File: config.mk
export PLATFORM = sky130hd
export DESIGN_NAME = clk_reset_seq
export DESIGN_NICKNAME = d
export VERILOG_FILES = /design/src/rtl/clk_reset_seq.sv
export SDC_FILE = /design/constraint.sdc
export NUM_CORES = 1
export LEC_CHECK = 0
export BUFFER_PORTS_ARGS = -buffer_cell sky130_fd_sc_hd__clkbuf_2
export CAP_MARGIN = 10
export CORE_MARGIN = 2
export CORE_UTILIZATION = 47
export CTS_CLUSTER_SIZE = 40
export DETAILED_ROUTE_END_ITERATION = 8
export HOLD_SLACK_MARGIN = 0.08
export PLACE_DENSITY = 0.69
export SLEW_MARGIN = 20
export SYNTH_ARGS = -nofsm -noshare
export SYNTH_HDL_FRONTEND = slang
export SYNTH_SLANG_ARGS = --single-unit
File: constraint.sdc
create_clock -name clk_in -period 3.05 [get_ports clk_in]
set_input_delay 0.305 -clock clk_in [delete_from_list [all_inputs] [get_ports clk_in]]
set_output_delay 0.305 -clock clk_in [all_outputs]
set_load 0.01 [all_outputs]
File: src/rtl/clk_reset_seq.sv
// rtl/clk_reset_seq.sv - PLL lock synchroniser, staggered reset release and per-channel clock-enable dividers
module clk_reset_seq #(
  parameter int                      N_CH        = 4,
  parameter int                      DIV_W       = 16,
  parameter logic [N_CH*DIV_W-1:0]   DIV         = {N_CH{16'd1}},
  parameter int                      HOLD_CYCLES = 1024,
  parameter int                      STAGGER     = 16,
  parameter int                      LOSS_W      = 8
) (
  input  logic                clk_in,
  input  logic                reset,
  input  logic                pll_lock,
  output logic [N_CH-1:0]     rst_out,
  output logic [N_CH-1:0]     ce_out,
  output logic                ready,
  output logic [LOSS_W-1:0]   lock_loss_cnt
);

  localparam int HW = (HOLD_CYCLES > 1) ? $clog2(HOLD_CYCLES) : 1;
  localparam int SW = (STAGGER > 1) ? $clog2(STAGGER) : 1;
  localparam logic [HW-1:0] HOLD_LAST = HW'(HOLD_CYCLES - 1);
  localparam logic [SW-1:0] STG_LAST  = SW'(STAGGER - 1);

  typedef enum logic [1:0] {
    WAIT_LOCK = 2'd0,
    HOLD      = 2'd1,
    RELEASE   = 2'd2,
    RUN       = 2'd3
  } state_e;

  state_e              state_q, state_d;
  logic                lock_meta_q, lock_s_q;
  logic [HW-1:0]       hold_q, hold_d;
  logic [SW-1:0]       stg_q, stg_d;
  logic [N_CH-1:0]     rst_q, rst_d;
  logic [LOSS_W-1:0]   loss_q, loss_d;
  logic                lock_lost;

  // Release and run are the only states where losing lock counts as an event.
  assign lock_lost = ((state_q == RELEASE) || (state_q == RUN)) && !lock_s_q;

  always_ff @(posedge clk_in) begin
    if (reset) begin
      lock_meta_q <= 1'b0;
      lock_s_q    <= 1'b0;
      state_q     <= WAIT_LOCK;
      hold_q      <= '0;
      stg_q       <= '0;
      rst_q       <= '1;
      loss_q      <= '0;
    end else begin
      lock_meta_q <= pll_lock;
      lock_s_q    <= lock_meta_q;
      state_q     <= state_d;
      hold_q      <= hold_d;
      stg_q       <= stg_d;
      rst_q       <= rst_d;
      loss_q      <= loss_d;
    end
  end

  // Resets release lowest bit first, so shifting in a zero clears the next channel.
  always_comb begin
    state_d = state_q;
    hold_d  = hold_q;
    stg_d   = stg_q;
    rst_d   = rst_q;
    loss_d  = loss_q;
    case (state_q)
      WAIT_LOCK: begin
        if (lock_s_q) begin
          state_d = HOLD;
          hold_d  = '0;
        end
      end
      HOLD: begin
        if (!lock_s_q) begin
          state_d = WAIT_LOCK;
          hold_d  = '0;
        end else if (hold_q == HOLD_LAST) begin
          state_d = RELEASE;
          rst_d   = rst_q << 1;
          stg_d   = '0;
        end else begin
          hold_d = hold_q + HW'(1);
        end
      end
      RELEASE: begin
        if (stg_q == STG_LAST) begin
          stg_d = '0;
          if (!rst_q[N_CH-1]) state_d = RUN;
          else                rst_d   = rst_q << 1;
        end else begin
          stg_d = stg_q + SW'(1);
        end
      end
      RUN: ;
      default: state_d = WAIT_LOCK;
    endcase
    if (lock_lost) begin
      state_d = WAIT_LOCK;
      rst_d   = '1;
      stg_d   = '0;
      hold_d  = '0;
      if (loss_q != '1) loss_d = loss_q + LOSS_W'(1);
    end
  end

  always_comb begin
    ready         = (state_q == RUN);
    rst_out       = rst_q;
    lock_loss_cnt = loss_q;
  end

  for (genvar k = 0; k < N_CH; k++) begin : g_div
    localparam logic [DIV_W-1:0] DIV_RAW  = DIV[k*DIV_W +: DIV_W];
    localparam logic [DIV_W-1:0] DIV_LAST = (DIV_RAW == '0) ? '0 : DIV_RAW - DIV_W'(1);
    logic [DIV_W-1:0] cnt_q;

    always_ff @(posedge clk_in) begin
      if (reset || rst_q[k] || lock_lost) cnt_q <= '0;
      else if (cnt_q == DIV_LAST)         cnt_q <= '0;
      else                                cnt_q <= cnt_q + DIV_W'(1);
    end

    assign ce_out[k] = (cnt_q == DIV_LAST) & ~rst_q[k];
  end

endmodule

---- Word-level counts from Yosys, hierarchy flattened ----
Cells that the tools add are included.
storage, ports and cells
  bits in latches ......................... 0
  logic and storage cells ................. 90
  input port bits ......................... 3
  memories ................................ 0
  RAM bits ................................ 0
  memory bits (read-only) ................. 0
  bits in registers ....................... 94
cells by class
  multipliers ............................. 0
  order comparisons ....................... 0
  bitwise gates (word level) .............. 8
  reductions and logical operators ........ 30
  add/sub/neg operators ................... 7
  mux-type cells .......................... 19
  shift-type cells ........................ 0
  div/mod/pow operators ................... 0
  equal/unequal tests ..................... 14
operator list
  kind                   count
  $add 16x1->16 const B  4
  $logic_not 16->1       4
  $mux 10                3
  $mux 4                 7
  $pmux 10 s2            1
  $pmux 4 s2             2
  $add 10x1->10 const B  1
  $eq 10x10->1 const B   1
  $mux 2                 5
  $ne 2x2->1 const B     5
  $reduce_and 5->1       2
  $reduce_or 2->1        5
  $logic_or 1x1->1       9
  $add 8x1->8 const B    1
  $ne 8x8->1 const B     1
  $ne 3x3->1 const B     2
  $pmux 2 s3             1
  $reduce_and 3->1       2
  $add 4x1->4 const B    1
  $and 1x1->1            4
  $eq 2x2->1 const B     2
  $eq 4x4->1 const B     1
  $not 1->1              4
  $reduce_and 4->1       1
  8 further kinds        9

---- Depth between registers and ports, before layout ----
  depth after elaboration ................. 5
  gate-level depth with buffers ........... 7
  gate-level depth less buffers ........... 6

---- Worst setup path before layout ----
No wires, ideal clock.
  kind .................................... reg-to-reg
  from .................................... register state_q[0]
  to ...................................... register hold_q[7]
  arrival ................................. 1.720 ns
  cell stages (with the launch flop) ...... 7
  library setup time ...................... 0.071 ns
  setup slack ............................. 1.259 ns
  cells stage by stage .................... dfxtp_1 -> inv_1 -> ha_1 -> mux2i_1 -> or4_1 -> or3_1 -> a21oi_1
on the way
  word-level cells in the longest chain between the ends .. 4
RTL lines
  item                                                RTL line  text
  from (decl)                                         31        state_e state_q, state_d;
  from (signal assigned)                              54        state_q <= state_d;
  branches (longest 4 deep; another with $ne 3x3->1)  n/a
  to (signal assigned)                                55        hold_q <= hold_d;
  to (decl)                                           33        logic [HW-1:0] hold_q, hold_d;
Parallel ways; which one is timed is not known.
A chain may end at the register's enable or synchronous reset.

---- Worst setup path in the final report ----
  from .................................... register state_q[0]
  to ...................................... register g_div[1].cnt_q[15]
on the way
  word-level cells in the longest chain between the ends .. 5
RTL lines
  item                         RTL line  text
  $eq 2x2->1                   40        assign lock_lost = ((state_q == RELEASE) || (state_q == RUN)) && !lock_s_q;
  $logic_or 1x1->1 *           40
  $logic_and 1x1->1 *          40
  $logic_or 1x1->1 *           121       if (reset || rst_q[k] || lock_lost) cnt_q <= '0;
  $reduce_or 2->1 (no line) *  n/a
  to (signal assigned)         123       else cnt_q <= cnt_q + DIV_W'(1);
  to (decl)                    118       logic [DIV_W-1:0] cnt_q;
Every way passes the cells marked *; elsewhere a longest branch is shown, timed or not.

==> flow_metrics.py <==
metrics = {
    "outcome": {
        "status": "completed",
    },
    "sta": {
        "tns_ps": 0,
        "slew_violations": 0,
        "holdWs_ps": 173,
        "fin_crit_ps": 2380,
        "hold_viol_final": 0,
        "grt_setup_unrepaired": "no",
        "skew_ps": 14.3,
        "tightest_slew_ps": 925,
        "worst_slack_ps": 673,
        "finalSetupViolations": 0,
        "clock.fmax_mhz": 421,
        "max_slew_margin_pct": 36.6,
        "min_period_over_period_pct": 77.9,
    },
    "worst_setup_path": {
        "crit_required_ps": 3320,
        "startpoint": "state_q[0]",
        "worstReg2RegStart": "state_q[0]",
        "worstSetupEndpointType": "flop",
        "critPathMaxFanout": 15,
        "reg2reg_slack_ps": 670,
        "cp.arrival_ps": 2650,
        "worstRegToRegCells": 6,
        "crit_type": "reg2reg",
        "worstSetupStartpointType": "flop",
        "r2r_end": "g_div[1].cnt_q[15]",
    },
    "final_layout": {
        "drive_above_1_share_pct": 8.21,
        "final_area_um2": 4970,
        "nets": 562,
        "diodes": 0,
        "syn2layout_area_growth_pct": 10.0,
        "fin_cells": 677,
    },
    "synth": {
        "ys_dominant_reg_cell": "dfxtp_1",
        "yosysWarnings": 0,
        "synth-simple-area-share_pct": 29.4,
        "avgSynthCellArea_um2": 8.64,
        "syn_inst": 523,
        "synthAdderAreaFrac_pct": 4.43,
        "synthArstFlopShare_pct": 0,
        "synth-xor-area-share_pct": 9.50,
        "synth_area_um2": 4520,
        "syn_nets": 542,
        "ys_ff_latch": 94,
        "ys_seq_area_share_pct": 41.7,
        "synth_compound_area_share_pct": 10.6,
        "yosysUniqueCellTypes": 52,
        "synth_top_family_by_area": "simple AND/OR/NAND/NOR gates",
        "synth_edf_count": 0,
        "synth.area.mux_share_pct": 1.33,
    },
    "global_routing": {
        "grtUsageTotal_pct": 18.1,
        "grt_max_degree": 17,
        "grt_pass1_vias": 3437,
        "overflow": 0,
        "antenna_found_initial": 0,
        "grt_pass1_wl_um": 15400,
    },
    "power_and_ir_drop": {
        "powerDensity_nw_per_um2": 448,
        "peakVddDrop_v": 0.000199,
        "comb_power_share_pct": 2.0,
        "p_int_uw": 1760,
        "leakage_uw": 0.00161,
        "power_switching_uw": 471,
        "pwr-share-seq_pct": 55.4,
        "p_sw_share_pct": 21.2,
        "p_clk_share_pct": 42.5,
    },
    "placement": {
        "pre_cts_ws_ps": 790,
        "io_buffers": 19,
        "dp_hpwl_um": 6280,
        "dpl_cell_area_um2": 4740,
        "finalWeightedCongestion": 0.853,
        "dp_cells": 661,
    },
    "worst_hold_path": {
        "min_path_type": "in2reg",
        "hold_path_depth": 2,
        "holdPathEnd": "lock_meta_q",
        "hold_start": "pll_lock",
    },
    "clock_network": {
        "hold_buffers": 0,
        "cts_buffers": 9,
        "cts.sinks": 94,
        "clk_latency_ps": 360,
        "cts_resized": 0,
        "path_clk_slew_ps": 90,
        "tritoncts": "done",
        "cts.htree.levels": 3,
        "cts_max_path_buffers": 2,
        "post-cts-setup-buffers": 0,
        "root_buffer": "clkbuf_8",
    },
    "route": {
        "drcViolationCount": 0,
        "routed_wl_um": 8920,
        "ant_nets": 0,
        "wl_per_cell_um": 13.2,
        "dr.pass1.iters": 5,
        "drtIter0Drc": 167,
        "vias": 3706,
        "vias_per_cell": 5.47,
    },
    "floorplan": {
        "core_um2": 9280,
        "die_area_um2": 10400,
        "rows": 35,
        "design.portCount": 20,
        "die_x_um": 102,
        "die_h_um": 102,
        "initial_core_util_pct": 48.7,
    },
    "job": {
        "drv_cap": 0,
    },
}
==> flip-flops by register name, indices dropped and copies added, names as in the netlist <==
signal,cells
g_div.cnt_q,64
hold_q,10
lock_loss_cnt,8
lock_meta_q,1
lock_s_q,1
rst_out,4
state_q,2
stg_q,4
==> cell usage in the layout, fill, tap and decap left out, types with 2 or more instances in the layout <==
cell type / count
nor2b_1: 2
xor2_1: 17
nor4_1: 23
bufinv_16: 2
nand4_1: 23
or3_1: 9
ha_1: 16
clkbuf_2: 19
or3_4: 2
o31ai_1: 11
nand2_1: 25
clkbuf_8: 11
a21o_1: 3
and2_1: 5
nor2_1: 72
nor3_1: 8
o21ai_0: 13
nand3_1: 32
nand2b_1: 4
nor3b_1: 2
a21oi_1: 27
a21bo_2: 2
dfxtp_1: 94
inv_1: 26
and4_1: 6
or4_1: 12
a31oi_1: 2
xnor2_1: 32
a311oi_1: 2
nand3b_1: 3
mux2i_1: 6
nor4b_1: 5
and3_1: 8
==> power by group through the flow <==
| stage | clock network (uW) | registers (uW) | logic, uW |
|---|---|---|---|
| 4_1_cts | 969 | 1230 | 45.7 |
| 6_report | 948 | 1230 | 45.6 |
| 3_3_place_gp | 0 | 1260 | 44.0 |
| 3_5_place_dp | 0 | 1260 | 45.2 |
| 5_1_grt | 1010 | 1240 | 52.8 |
| 2_1_floorplan | 0 | 1260 | 34.9 |
==> worst max-delay path by stage <==
stage | end | slack (ps) | depth (start not counted)
6_report | g_div[1].cnt_q[15] | 670 | 6
5_1_grt | g_div[1].cnt_q[15] | 530 | 6
3_5_place_dp | g_div[2].cnt_q[13] | 790 | 6
2_1_floorplan | hold_q[7] | 1260 | 6
3_3_place_gp | g_div[1].cnt_q[15] | 910 | 6
4_1_cts | g_div[1].cnt_q[15] | 690 | 6
==> synthesized netlist by cell type (all sizes together), types with 6 or more instances <==
| library cell | count | area, um^2 |
|---|---|---|
| inv | 26 | 97.6 |
| nor2 | 72 | 270 |
| and4 | 6 | 52.6 |
| and3 | 9 | 57.6 |
| nand3 | 33 | 170 |
| nor3 | 8 | 40.0 |
| o31ai | 11 | 82.6 |
| a21oi | 27 | 135 |
| clkbuf | 9 | 33.8 |
| o21ai | 13 | 65.1 |
| nand4 | 24 | 156 |
| mux2i | 6 | 60.1 |
| nor4 | 23 | 144 |
| nand2 | 25 | 93.8 |
| or4 | 12 | 90.1 |
| dfxtp | 94 | 1880 |
| xor2 | 17 | 149 |
| ha | 16 | 200 |
| or3 | 12 | 86.3 |
| xnor2 | 32 | 280 |
==> layout make-up <==
type | count | area (um^2)
sequential | 94 | 1880
timing repair buffer | 20 | 103
multi-input combinational | 392 | 2490
clock buffer | 12 | 155
tap | 129 | 161
clock inverter | 4 | 76.3
fill | 886 | 4310
inverter | 26 | 97.6
==> through the flow <==
stage | util, % | power [uW]
2_1_floorplan | - | 1300
3_3_place_gp | 51.0 | 1310
3_5_place_dp | 51.0 | 1310
4_1_cts | 53.5 | 2250
5_1_grt | 53.5 | 2300
6_report | 53.5 | 2230
==> layer usage <==
metal | up-vias | wire length, um | global-route usage (%)
met1 | 1733 | 4430 | 24.7
met3 | 9 | 263 | 3.28
li1 | 1921 | - | -
met5 | - | 0 | 0
met4 | 0 | 98 | 5.85
met2 | 43 | 4120 | 29.1
==> cells by family (layout without fill, tap and decap cells) <==
group | Yosys count | after routing
muxes | 6 | 6
buffers and inverters | 37 | 62
adders and majority gates | 16 | 16
and+or+nand+nor | 247 | 247
DFF | 94 | 94
AOI/OAI and AO/OA | 74 | 74
xor gates and xnor gates | 49 | 49
==> critical path, cell delays in order, from the launching register on <==
cell and delay (ps):
dfxtp_1 400, inv_1 80, ha_1 350, o21ba_2 320, nor3_1 440, nand2_1 450
a21oi_1 260
No activity file was read; power rests on OpenSTA's default activity.
